**src/rtl/addsub_multicycle_if.sv**
```systemverilog
// Operand/result bundle between the calculator control FSM (master) and the
// multi-cycle adder/subtractor (slave).
//
// Handshake: the master raises i_start with i_mode/i_A/i_B/i_Cin valid; the
// slave samples them only while idle or in its done cycle. o_busy is high
// while the operation ripples. o_done pulses for one cycle when o_sum,
// o_carry, o_overflow and o_zero have been committed, and those results hold
// until the next commit. i_start while busy is ignored.
interface addsub_multicycle_if #(
  parameter int WIDTH = 16
);
  logic             i_start;
  logic             i_mode;
  logic [WIDTH-1:0] i_A;
  logic [WIDTH-1:0] i_B;
  logic             i_Cin;
  logic             o_busy;
  logic             o_done;
  logic [WIDTH-1:0] o_sum;
  logic             o_carry;
  logic             o_overflow;
  logic             o_zero;

  modport master (
    output i_start, i_mode, i_A, i_B, i_Cin,
    input  o_busy, o_done, o_sum, o_carry, o_overflow, o_zero
  );

  modport slave (
    input  i_start, i_mode, i_A, i_B, i_Cin,
    output o_busy, o_done, o_sum, o_carry, o_overflow, o_zero
  );
endinterface

```
**src/rtl/addsub_multicycle.sv**
```systemverilog
// Multi-cycle WIDTH-bit adder/subtractor. One SLICE-bit ripple chain is reused
// NSLICE times; the carry between slices lives in carry_q. Subtract is done
// as A + ~B + ~Cin, so o_carry = 1 means "no borrow" in subtract mode.
// The operand registers shift right by SLICE each RUN cycle so the active
// slice is always the low SLICE bits; the result register fills from the top.
module addsub_multicycle #(
  parameter int WIDTH = 16,
  parameter int SLICE = 4
) (
  input  logic                i_clk,
  input  logic                i_reset,
  addsub_multicycle_if.slave  bus,
  output logic [1:0]          o_dbg_state
);
  localparam int NSLICE = WIDTH / SLICE;
  localparam int CW     = (NSLICE > 1) ? $clog2(NSLICE) : 1;
  localparam logic [CW-1:0] LAST = CW'(NSLICE - 1);

  typedef enum logic [1:0] {
    IDLE = 2'd0,
    RUN  = 2'd1,
    DONE = 2'd2
  } state_t;

  state_t           state_q;
  logic [WIDTH-1:0] a_q;
  logic [WIDTH-1:0] b_q;
  logic             a_msb_q;
  logic             b_msb_q;
  logic             carry_q;
  logic [CW-1:0]    cnt_q;
  logic [WIDTH-1:0] res_q;
  logic [WIDTH-1:0] sum_q;
  logic             carry_out_q;
  logic             ovf_q;
  logic             busy_q;
  logic             done_q;

  logic [WIDTH-1:0] b_in;
  logic [SLICE:0]   slice_sum;
  logic [WIDTH-1:0] res_d;
  logic             accept;

  // Slice adder and the result register with the new slice shifted in at the top.
  always_comb begin
    b_in      = bus.i_mode ? ~bus.i_B : bus.i_B;
    slice_sum = {1'b0, a_q[SLICE-1:0]} + {1'b0, b_q[SLICE-1:0]}
              + {{SLICE{1'b0}}, carry_q};
    res_d     = WIDTH'({slice_sum[SLICE-1:0], res_q} >> SLICE);
    accept    = bus.i_start && ((state_q == IDLE) || (state_q == DONE));
  end

  // Control FSM plus datapath registers; all outputs are registered here.
  always_ff @(posedge i_clk or posedge i_reset) begin
    if (i_reset) begin
      state_q     <= IDLE;
      a_q         <= '0;
      b_q         <= '0;
      a_msb_q     <= 1'b0;
      b_msb_q     <= 1'b0;
      carry_q     <= 1'b0;
      cnt_q       <= '0;
      res_q       <= '0;
      sum_q       <= '0;
      carry_out_q <= 1'b0;
      ovf_q       <= 1'b0;
      busy_q      <= 1'b0;
      done_q      <= 1'b0;
    end else if (accept) begin
      // Same capture from IDLE and from DONE, giving back-to-back launches.
      state_q <= RUN;
      a_q     <= bus.i_A;
      b_q     <= b_in;
      a_msb_q <= bus.i_A[WIDTH-1];
      b_msb_q <= b_in[WIDTH-1];
      carry_q <= bus.i_Cin ^ bus.i_mode;
      cnt_q   <= '0;
      busy_q  <= 1'b1;
      done_q  <= 1'b0;
    end else begin
      case (state_q)
        RUN: begin
          a_q     <= a_q >> SLICE;
          b_q     <= b_q >> SLICE;
          carry_q <= slice_sum[SLICE];
          res_q   <= res_d;
          cnt_q   <= cnt_q + 1'b1;
          if (cnt_q == LAST) begin
            state_q     <= DONE;
            sum_q       <= res_d;
            carry_out_q <= slice_sum[SLICE];
            ovf_q       <= (a_msb_q == b_msb_q) && (slice_sum[SLICE-1] != a_msb_q);
            busy_q      <= 1'b0;
            done_q      <= 1'b1;
          end
        end
        DONE: begin
          state_q <= IDLE;
          done_q  <= 1'b0;
        end
        default: begin
          state_q <= IDLE;
          done_q  <= 1'b0;
        end
      endcase
    end
  end

  assign bus.o_busy     = busy_q;
  assign bus.o_done     = done_q;
  assign bus.o_sum      = sum_q;
  assign bus.o_carry    = carry_out_q;
  assign bus.o_overflow = ovf_q;
  assign bus.o_zero     = (sum_q == '0);
  assign o_dbg_state    = state_q;
endmodule

```
**src/flat_wrapper.sv**
```systemverilog
// flat-port wrapper written by rule: the top's interface ports become plain ports
module addsub_multicycle_flat 
#(
  parameter int WIDTH = 16,
  parameter int SLICE = 4
)
  (i_clk, i_reset, o_dbg_state, bus_i_start, bus_i_mode, bus_i_A, bus_i_B, bus_i_Cin, bus_o_busy, bus_o_done, bus_o_sum, bus_o_carry, bus_o_overflow, bus_o_zero);
  addsub_multicycle_if #(.WIDTH(WIDTH)) bus_i ();
  input  logic i_clk;
  input  logic i_reset;
  output logic [1:0] o_dbg_state;
  input wire logic [$bits(bus_i.i_start)-1:0] bus_i_start;
  input wire logic [$bits(bus_i.i_mode)-1:0] bus_i_mode;
  input wire logic [$bits(bus_i.i_A)-1:0] bus_i_A;
  input wire logic [$bits(bus_i.i_B)-1:0] bus_i_B;
  input wire logic [$bits(bus_i.i_Cin)-1:0] bus_i_Cin;
  output wire logic [$bits(bus_i.o_busy)-1:0] bus_o_busy;
  output wire logic [$bits(bus_i.o_done)-1:0] bus_o_done;
  output wire logic [$bits(bus_i.o_sum)-1:0] bus_o_sum;
  output wire logic [$bits(bus_i.o_carry)-1:0] bus_o_carry;
  output wire logic [$bits(bus_i.o_overflow)-1:0] bus_o_overflow;
  output wire logic [$bits(bus_i.o_zero)-1:0] bus_o_zero;
  assign bus_i.i_start = bus_i_start;
  assign bus_i.i_mode = bus_i_mode;
  assign bus_i.i_A = bus_i_A;
  assign bus_i.i_B = bus_i_B;
  assign bus_i.i_Cin = bus_i_Cin;
  assign bus_o_busy = bus_i.o_busy;
  assign bus_o_done = bus_i.o_done;
  assign bus_o_sum = bus_i.o_sum;
  assign bus_o_carry = bus_i.o_carry;
  assign bus_o_overflow = bus_i.o_overflow;
  assign bus_o_zero = bus_i.o_zero;
  addsub_multicycle #(.WIDTH(WIDTH), .SLICE(SLICE)) u_core (.i_clk(i_clk), .i_reset(i_reset), .bus(bus_i), .o_dbg_state(o_dbg_state));
endmodule
```
**config.mk**
```make
export PLATFORM = sky130hd
export DESIGN_NAME = addsub_multicycle_flat
export DESIGN_NICKNAME = d
export VERILOG_FILES = /design/src/rtl/addsub_multicycle_if.sv /design/src/rtl/addsub_multicycle.sv /design/src/flat_wrapper.sv
export SDC_FILE = /design/constraint.sdc
export NUM_CORES = 1
export LEC_CHECK = 0
export CAP_MARGIN = 30
export CORE_MARGIN = 2
export CORE_UTILIZATION = 40
export DETAILED_ROUTE_END_ITERATION = 12
export DONT_BUFFER_PORTS = 1
export SLEW_MARGIN = 15
export SYNTH_ARGS = -nofsm -noshare
export SYNTH_HDL_FRONTEND = slang
export SYNTH_SLANG_ARGS = --single-unit
```
**constraint.sdc**
```tcl
create_clock -name i_clk -period 3.1 [get_ports i_clk]
set_input_delay 0.465 -clock i_clk [delete_from_list [all_inputs] [get_ports i_clk]]
set_output_delay 0.465 -clock i_clk [all_outputs]
set_load 0.1 [all_outputs]
```
**Word-level counts from Yosys, hierarchy flattened**

Index checks and enable logic that the tools add are counted.
W data, S select, Z words.

- $add $sub $neg: 3
- Multiply operators: 0
- Div/mod/pow operators: 0
- Magnitude comparators: 0
- Equality and inequality tests: 6
- Shifts and indexed selects: 0
- Multiplexer cells: 18
- Bitwise logic cells: 3
- Reductions and logical operators: 10

Operator list:

| operator | count |
|---|---|
| $mux W16 | 5 |
| $logic_not A16 Y1 | 1 |
| $not A16 Y16 | 1 |
| $mux W2 | 5 |
| $mux W1 | 8 |
| $add A4 B4 Y5 | 1 |
| $add A5 B1 Y5 | 1 |
| $eq A2 B2 Y1 const B | 2 |
| $reduce_and A2 Y1 | 2 |
| $reduce_bool A2 Y1 | 2 |
| $ne A3 B1 Y1 const B | 1 |
| $reduce_and A3 Y1 | 1 |
| $add A2 B1 Y2 const B | 1 |
| $eq A2 B1 Y1 const B | 1 |
| $logic_and A1 B1 Y1 | 2 |
| $logic_not A2 Y1 | 1 |
| $eq A1 B1 Y1 | 1 |
| $logic_or A1 B1 Y1 | 1 |
| $ne A1 B1 Y1 | 1 |
| $not A1 Y1 | 1 |
| $xor A1 B1 Y1 | 1 |

- Register bits: 75
- Bits in latches: 0
- RAM bits: 0
- Bits in read-only memories: 0
- Input port bits: 37
- Output and inout bits: 23
- Word-level logic and storage cells: 53
- Memories: 0

**Depth between registers and ports, before layout**

Gate-level depths: netlist of the first run.

- Depth in word-level cells: 5
- Gate-level depth with buffers: 6
- Mapped depth without buffers: 5

**Least setup slack after synthesis of the first run**

Ideal clock, no wire load.

- Path kind: register to output
- Start: register u_core.sum_q[3], in the netlist u_core.bus.o_sum[3]
- End: output port bus_o_zero
- Arrival: 1.927 ns
- Data required time: 2.635 ns
- Slack: 0.708 ns
- Stages on the path, launching flop included: 3
- Path buffers: 0
- Cells stage by stage: dfrtp_1 nor4_1 and4_1

- Longest elaborated chain between the ends: 1

RTL lines:

| item | RTL line | source |
|---|---|---|
| start: declaration | addsub_multicycle.sv:33 | `logic [WIDTH-1:0] sum_q;` |
| start signal: assignment | addsub_multicycle.sv:90 | `sum_q <= res_d;` |
| $logic_not A16 Y1 | addsub_multicycle.sv:114 | `assign bus.o_zero = (sum_q == '0);` |
| end: declaration | flat_wrapper.sv:22 | `output wire logic [$bits(bus_i.o_zero)-1:0] bus_o_zero;` |

Every way passes these cells.

**Final worst setup path of the first run**

- Start: register u_core.sum_q[1], in the netlist u_core.bus.o_sum[1]
- End: output port bus_o_zero

Same word-level chain as after synthesis.

==> results of run 1 <==
per-layer routing:
layer	GRT usage, %	vias up
met5	0	-
met4	5.97	0
met3	5.70	11
met2	22.9	82
met1	20.8	960
li1	-	985
placed cells by master, fill, tap and decap left out, types with 2 or more instances in the layout:
cell type	instances
nor4_1	4
a21oi_1	2
xor2_1	3
a21o_1	2
xnor2_1	16
a221o_1	12
o21ai_1	7
nand3_1	2
dfrtp_1	69
nor2_1	12
clkbuf_1	2
a22oi_1	13
nand2b_1	2
mux2_1	3
clkbuf_8	11
o21ai_0	4
fa_1	2
buf_4	21
ha_1	4
a22o_1	4
mux2_4	11
nand2_1	76
flip-flops by register name, indices dropped and copies added, names as in the netlist:
register and flops:
u_core.o_dbg_state 2, u_core.bus.o_sum 16, u_core.carry_q 1, u_core.bus.o_overflow 1
u_core.cnt_q 2, u_core.a_msb_q 1, u_core.res_q 12, u_core.bus.o_carry 1
u_core.b_msb_q 1, u_core.b_q 16, u_core.bus.o_busy 1, u_core.a_q 16
through the flow:
stage / instance area (sq um) / setup slack (ns) / instances
global route: 3520 / 0.822 / 401
CTS: 3520 / 0.836 / 401
floorplan: 3120 / 0.708 / 279
detailed placement: 3320 / 1.08 / 385
global placement: 3320 / 1.10 / 385
finish: 3520 / 0.882 / 401
cell type report:
class,count,share of cell area [%]
Inverter,2,0.213
Clock buffer,13,4.51
Multi-Input combinational cell,189,35.6
Timing Repair Buffer,22,5.05
Clock inverter,3,1.21
Sequential cell,70,49.8
Tap cell,102,3.63
logic make-up after synthesis:
family	synth area share, %
and+or+nand+nor	14.3
DFF	56.1
AOI/OAI and AO/OA	11.2
buffers and inverters	3.73
xor gates and xnor gates	5.33
muxes	6.38
adders and majority gates	2.89
worst max-delay path: cells and delay by family (launching register included):
kind	cells	cell delay, ns
buf+inv	2	0.51
flops	1	0.36
simple gates	2	0.53
worst paths after layout:
check | from | endpoint | slack, ns | depth (start not counted)
setup / recovery | u_core.bus.o_sum[1] | bus_o_zero | 0.88 | 4
min in group i_clk | bus_i_A[8] | u_core.a_q[8] | 0.24 | 2
max in group asynchronous | i_reset | u_core.cnt_q[1] | 2.32 | 2
setup reg to reg | u_core.o_dbg_state[0] | u_core.carry_q | 1.08 | 5
hold / removal | i_reset | u_core.res_q[14] | 0.13 | 1
hold reg to reg | u_core.a_q[8] | u_core.a_q[8] | 0.48 | 2
==> results_dict.tcl, run 1 <==
set metrics [dict create \
    synth_edf_count 0 \
    drtPass1Iterations 4 \
    synth_fp_nets 322 \
    synthToLayoutAreaGrowth_pct 12.8 \
    post-cts-setup-buffers 0 \
    track_usage_pct 15.5 \
    synth.top_cells.by_area "dfrtp_1 (56%), nand2_1 (9.1%), mux2_4 (5.3%)" \
    worstSetupPathType "register to output port" \
    clock_path_buffers 2 \
    wire_per_inst_microns 15.3 \
    grt_overflow 0 \
    rows 32 \
    max_cap_viol_count 0 \
    htree_levels 3 \
    n_antenna_cell 0 \
    layout_min_cycle_time_ns 2.22 \
    synth_common_cells "nand2_1 (76), dfrtp_1 (70), xnor2_1 (16)" \
    yosys.cell_types.count 34 \
    utilization_pct 46.0 \
    ios 60 \
    clkTransAtPathRegs_ns 0.07 \
    cts_buffers 9 \
    critPathRequiredTime_ns 2.63 \
    ant_nets 0 \
    nFillCells 720 \
    cts_tree "done" \
    drt-initial-drc-count 88 \
    yosys.area.top_type "dfrtp_1" \
    final_nets 337 \
    root_buffer "clkbuf_8" \
    fmax_ghz 0.451 \
    tns_ns 0 \
    met2WireLength_microns 2750 \
    regArea_sq_mm 0.00175 \
    antenna_found_initial 0 \
    ys_ff_latch 70 \
    cp-start-kind "register" \
    clock-sinks 70 \
    seq_area_frac_synth_pct 56.1 \
    fin_skew_ns 0.00545 \
    grt_pass1_vias 1997 \
    cts_hold_buf 0 \
    tightest_slew_ns 0.940 \
    dp_hpwl_microns 4250 \
    synth_warnings 0 \
    m1WireLength_microns 2730 \
    drive_above_1_share_pct 17.4 \
    multi_input_area_sq_mm 0.00125 \
    clk_latency_ns 0.35 \
    syn_area_sq_mm 0.00312 \
    min_path_type "primary input to asynchronous set/reset pin" \
    rsz0062_at_grt "no" \
    syn_area_per_cell_sq_um 11.2 \
    netlist_instances 279 \
    slowest_stage "dfrtp_1" \
    cp_common_cell "buf_4" \
    final_hold_viol_count 0 \
    whs_ns 0.130 \
    synth_top_cell_area_share_pct 56.1 \
    top_layer_used "met4" \
    status "finished clean" \
    max_slew_margin_pct 37.3 \
    max_stage_delay_ns 0.36 \
    maxSlewViolCount 0 \
    async_reset_ff_share_pct 100 \
    crit_chain "buf_4, nor4_1, and4_1, buf_4" \
    end_kind "output port" \
    post-route-period-util_pct 71.6 \
    cp.arrival_ns 1.75 \
    drcViolationCount 0 \
    grt_pass1_wl_microns 10100 \
    core_sq_mm 0.00765 \
    vias_per_cell 5.08 \
    wl_met3_microns 554 \
    place.gp.congestion 0.755 \
    drt-total-wl_microns 6140 \
    grt_start_max_net_pins 37 \
    finalSetupViolations 0 \
    start_util_pct 40.8 \
    critical_path.max_fanout 3 \
    io_buffers 0 \
    die_h_microns 92.3 \
    yosysMostFrequentCell "nand2_1" \
    die_area_sq_mm 0.00852 \
    ys.flop_type "dfrtp_1" \
    vias 2038 \
    die_width_microns 92.3 \
    cts-resized-gates 0 \
]
Power of run 1 is not shown: default switching activity piles up to over one toggle a cycle in this logic, so the estimate is an artifact.
==> run 2, diff against run 1 <==
Clock period 3.1 ns to 1.8 ns, I/O delays scaled along.
==> run 2 against run 1 <==
Global-route usage grew 0.84 points. Wire length grew 3.0%. Core utilization grew 2.4 points. Clock-buffer cell count is the same. First-iteration DRC count shrank 2.3%. Largest cell class unchanged.
==> results_dict.tcl, run 2 (same netlist as run 1, synthesis figures left out) <==
set metrics [dict create \
    status "finished clean" \
    rows 32 \
    worstSetupPathType "register to output port" \
    antenna_found_initial 0 \
    fin_skew_ns 0.0109 \
    rsz0062_at_grt "yes" \
    final_nets 350 \
    clock_path_buffers 2 \
    fmax_ghz 0.578 \
    vias_per_cell 5.07 \
    vias 2097 \
    r2r_start "u_core.a_q[0]" \
    ios 60 \
    min_from "bus_i_A[8]" \
    io_buffers 0 \
    dp.cells 395 \
    wire_per_inst_microns 15.3 \
    cp-start-kind "register" \
    critical_path.max_fanout 2 \
    htree_levels 3 \
    hold_depth 2 \
    die_h_microns 92.3 \
    root_buffer "clkbuf_8" \
    die_width_microns 92.3 \
    maxSlewViolCount 0 \
    grt_start_max_net_pins 71 \
    postLayoutCellArea_sq_mm 0.00370 \
    top_usage_layer "met2" \
    core_sq_mm 0.00765 \
    slowest_stage "dfrtp_1" \
    grt_pass1_wl_microns 10700 \
    max_cap_viol_count 0 \
    nFillCells 708 \
    finalSetupViolations 0 \
    final_hold_viol_count 0 \
    grt_pass1_vias 2067 \
    final_common_cell "nand2_1" \
    max_slew_margin_pct 55.8 \
    crit_chain "nor4_2, and4_4, buf_12" \
    ff2ff_setup_slack_ns 0.08 \
    cts_tree "done" \
    track_usage_pct 16.3 \
    grtUsageMet3_pct 6.43 \
    synthToLayoutAreaGrowth_pct 18.7 \
    ant_nets 0 \
    grt_use_met2_pct 24.5 \
    use_met1_pct 22.0 \
    drcViolationCount 0 \
    cp.arrival_ns 1.46 \
    critPathRequiredTime_ns 1.53 \
    n_antenna_cell 0 \
    final_cells 414 \
    drive_above_1_share_pct 23.7 \
    drt-total-wl_microns 6320 \
    drt-initial-drc-count 86 \
    drtPass1Iterations 4 \
    tightest_slew_ns 0.662 \
    hold_path_end "u_core.a_q[8]" \
    end_kind "output port" \
    clock-sinks 70 \
    layout_min_cycle_time_ns 1.73 \
    place_area_sq_mm 0.00341 \
    start_util_pct 40.8 \
    place.gp.congestion 0.765 \
    grt_overflow 0 \
    min_path_type "primary input to register" \
    r2r-end "u_core.res_q[14]" \
    post-route-period-util_pct 96.1 \
    clk_latency_ns 0.34 \
    layout.cells.most_common_list "nand2_1 (76), dfrtp_1 (68), buf_4 (32), xnor2_1 (16), a22oi_1 (13)" \
    max_stage_delay_ns 0.39 \
    clkTransAtPathRegs_ns 0.08 \
    cts_buffers 9 \
    ff2ff_path_depth 5 \
    dp_hpwl_microns 4320 \
    die_area_sq_mm 0.00852 \
]
run 2: critical path, delay by kind of cell (launching register included):
family / cells / cell delay [ns]
and+or+nand+nor: 2 / 0.56
buffers and inverters: 1 / 0.17
DFF: 1 / 0.39
run 2: through the flow:
stage / setup slack, ns / setup TNS, ns / hold slack [ns] / utilization (%)
floorplan: -0.153 / -0.153 / 0.394 / -
global placement: -0.0245 / -0.0408 / 0.271 / 44.6
detailed placement: -0.0776 / -0.187 / 0.279 / 44.6
CTS: 0.000405 / 0 / 0.0407 / 48.1
global route: -0.0349 / -0.0396 / 0.0442 / 48.4
finish: 0.0696 / 0 / 0.0603 / 48.4
run 2: layer usage:
metal	vias to the layer above	wire length (microns)
met1	1014	2780
met3	4	422
met2	65	3060
met4	0	57
li1	1014	-
met5	-	0
run 2: layout make-up:
class	instances	area (sq um)	area share [%]
inverter	2	11.3	0.304
clock inverter	3	65.1	1.76
clock buffer	13	169	4.56
multi-input combinational	189	1290	34.7
sequential	70	1750	47.4
tap	102	128	3.45
timing repair buffer	35	290	7.84
run 2: how the worst max path moves through the flow:
stage / startpoint / endpoint / slack (ns)
after detailed placement: u_core.carry_q / u_core.carry_q / -0.08
after global routing: u_core.bus.o_sum[6] / bus_o_zero / -0.03
final: u_core.bus.o_sum[6] / bus_o_zero / 0.07
after floorplan: u_core.bus.o_sum[10] / bus_o_zero / -0.15
after global placement: u_core.carry_q / u_core.carry_q / -0.02
after CTS: u_core.bus.o_sum[14] / bus_o_zero / 0.0004
run 2: repair_timing:
action                                  in CTS  in global routing
resized for setup                            4                  4
hold buffers                                 1                  0
pin swaps                                    0                  5
cloned                                       0                  0
endpoints found under the setup margin       5                  6
endpoints found under the hold margin       70                  0
buffers inserted                             0                  2
Power of run 2 is left out for the same reason.
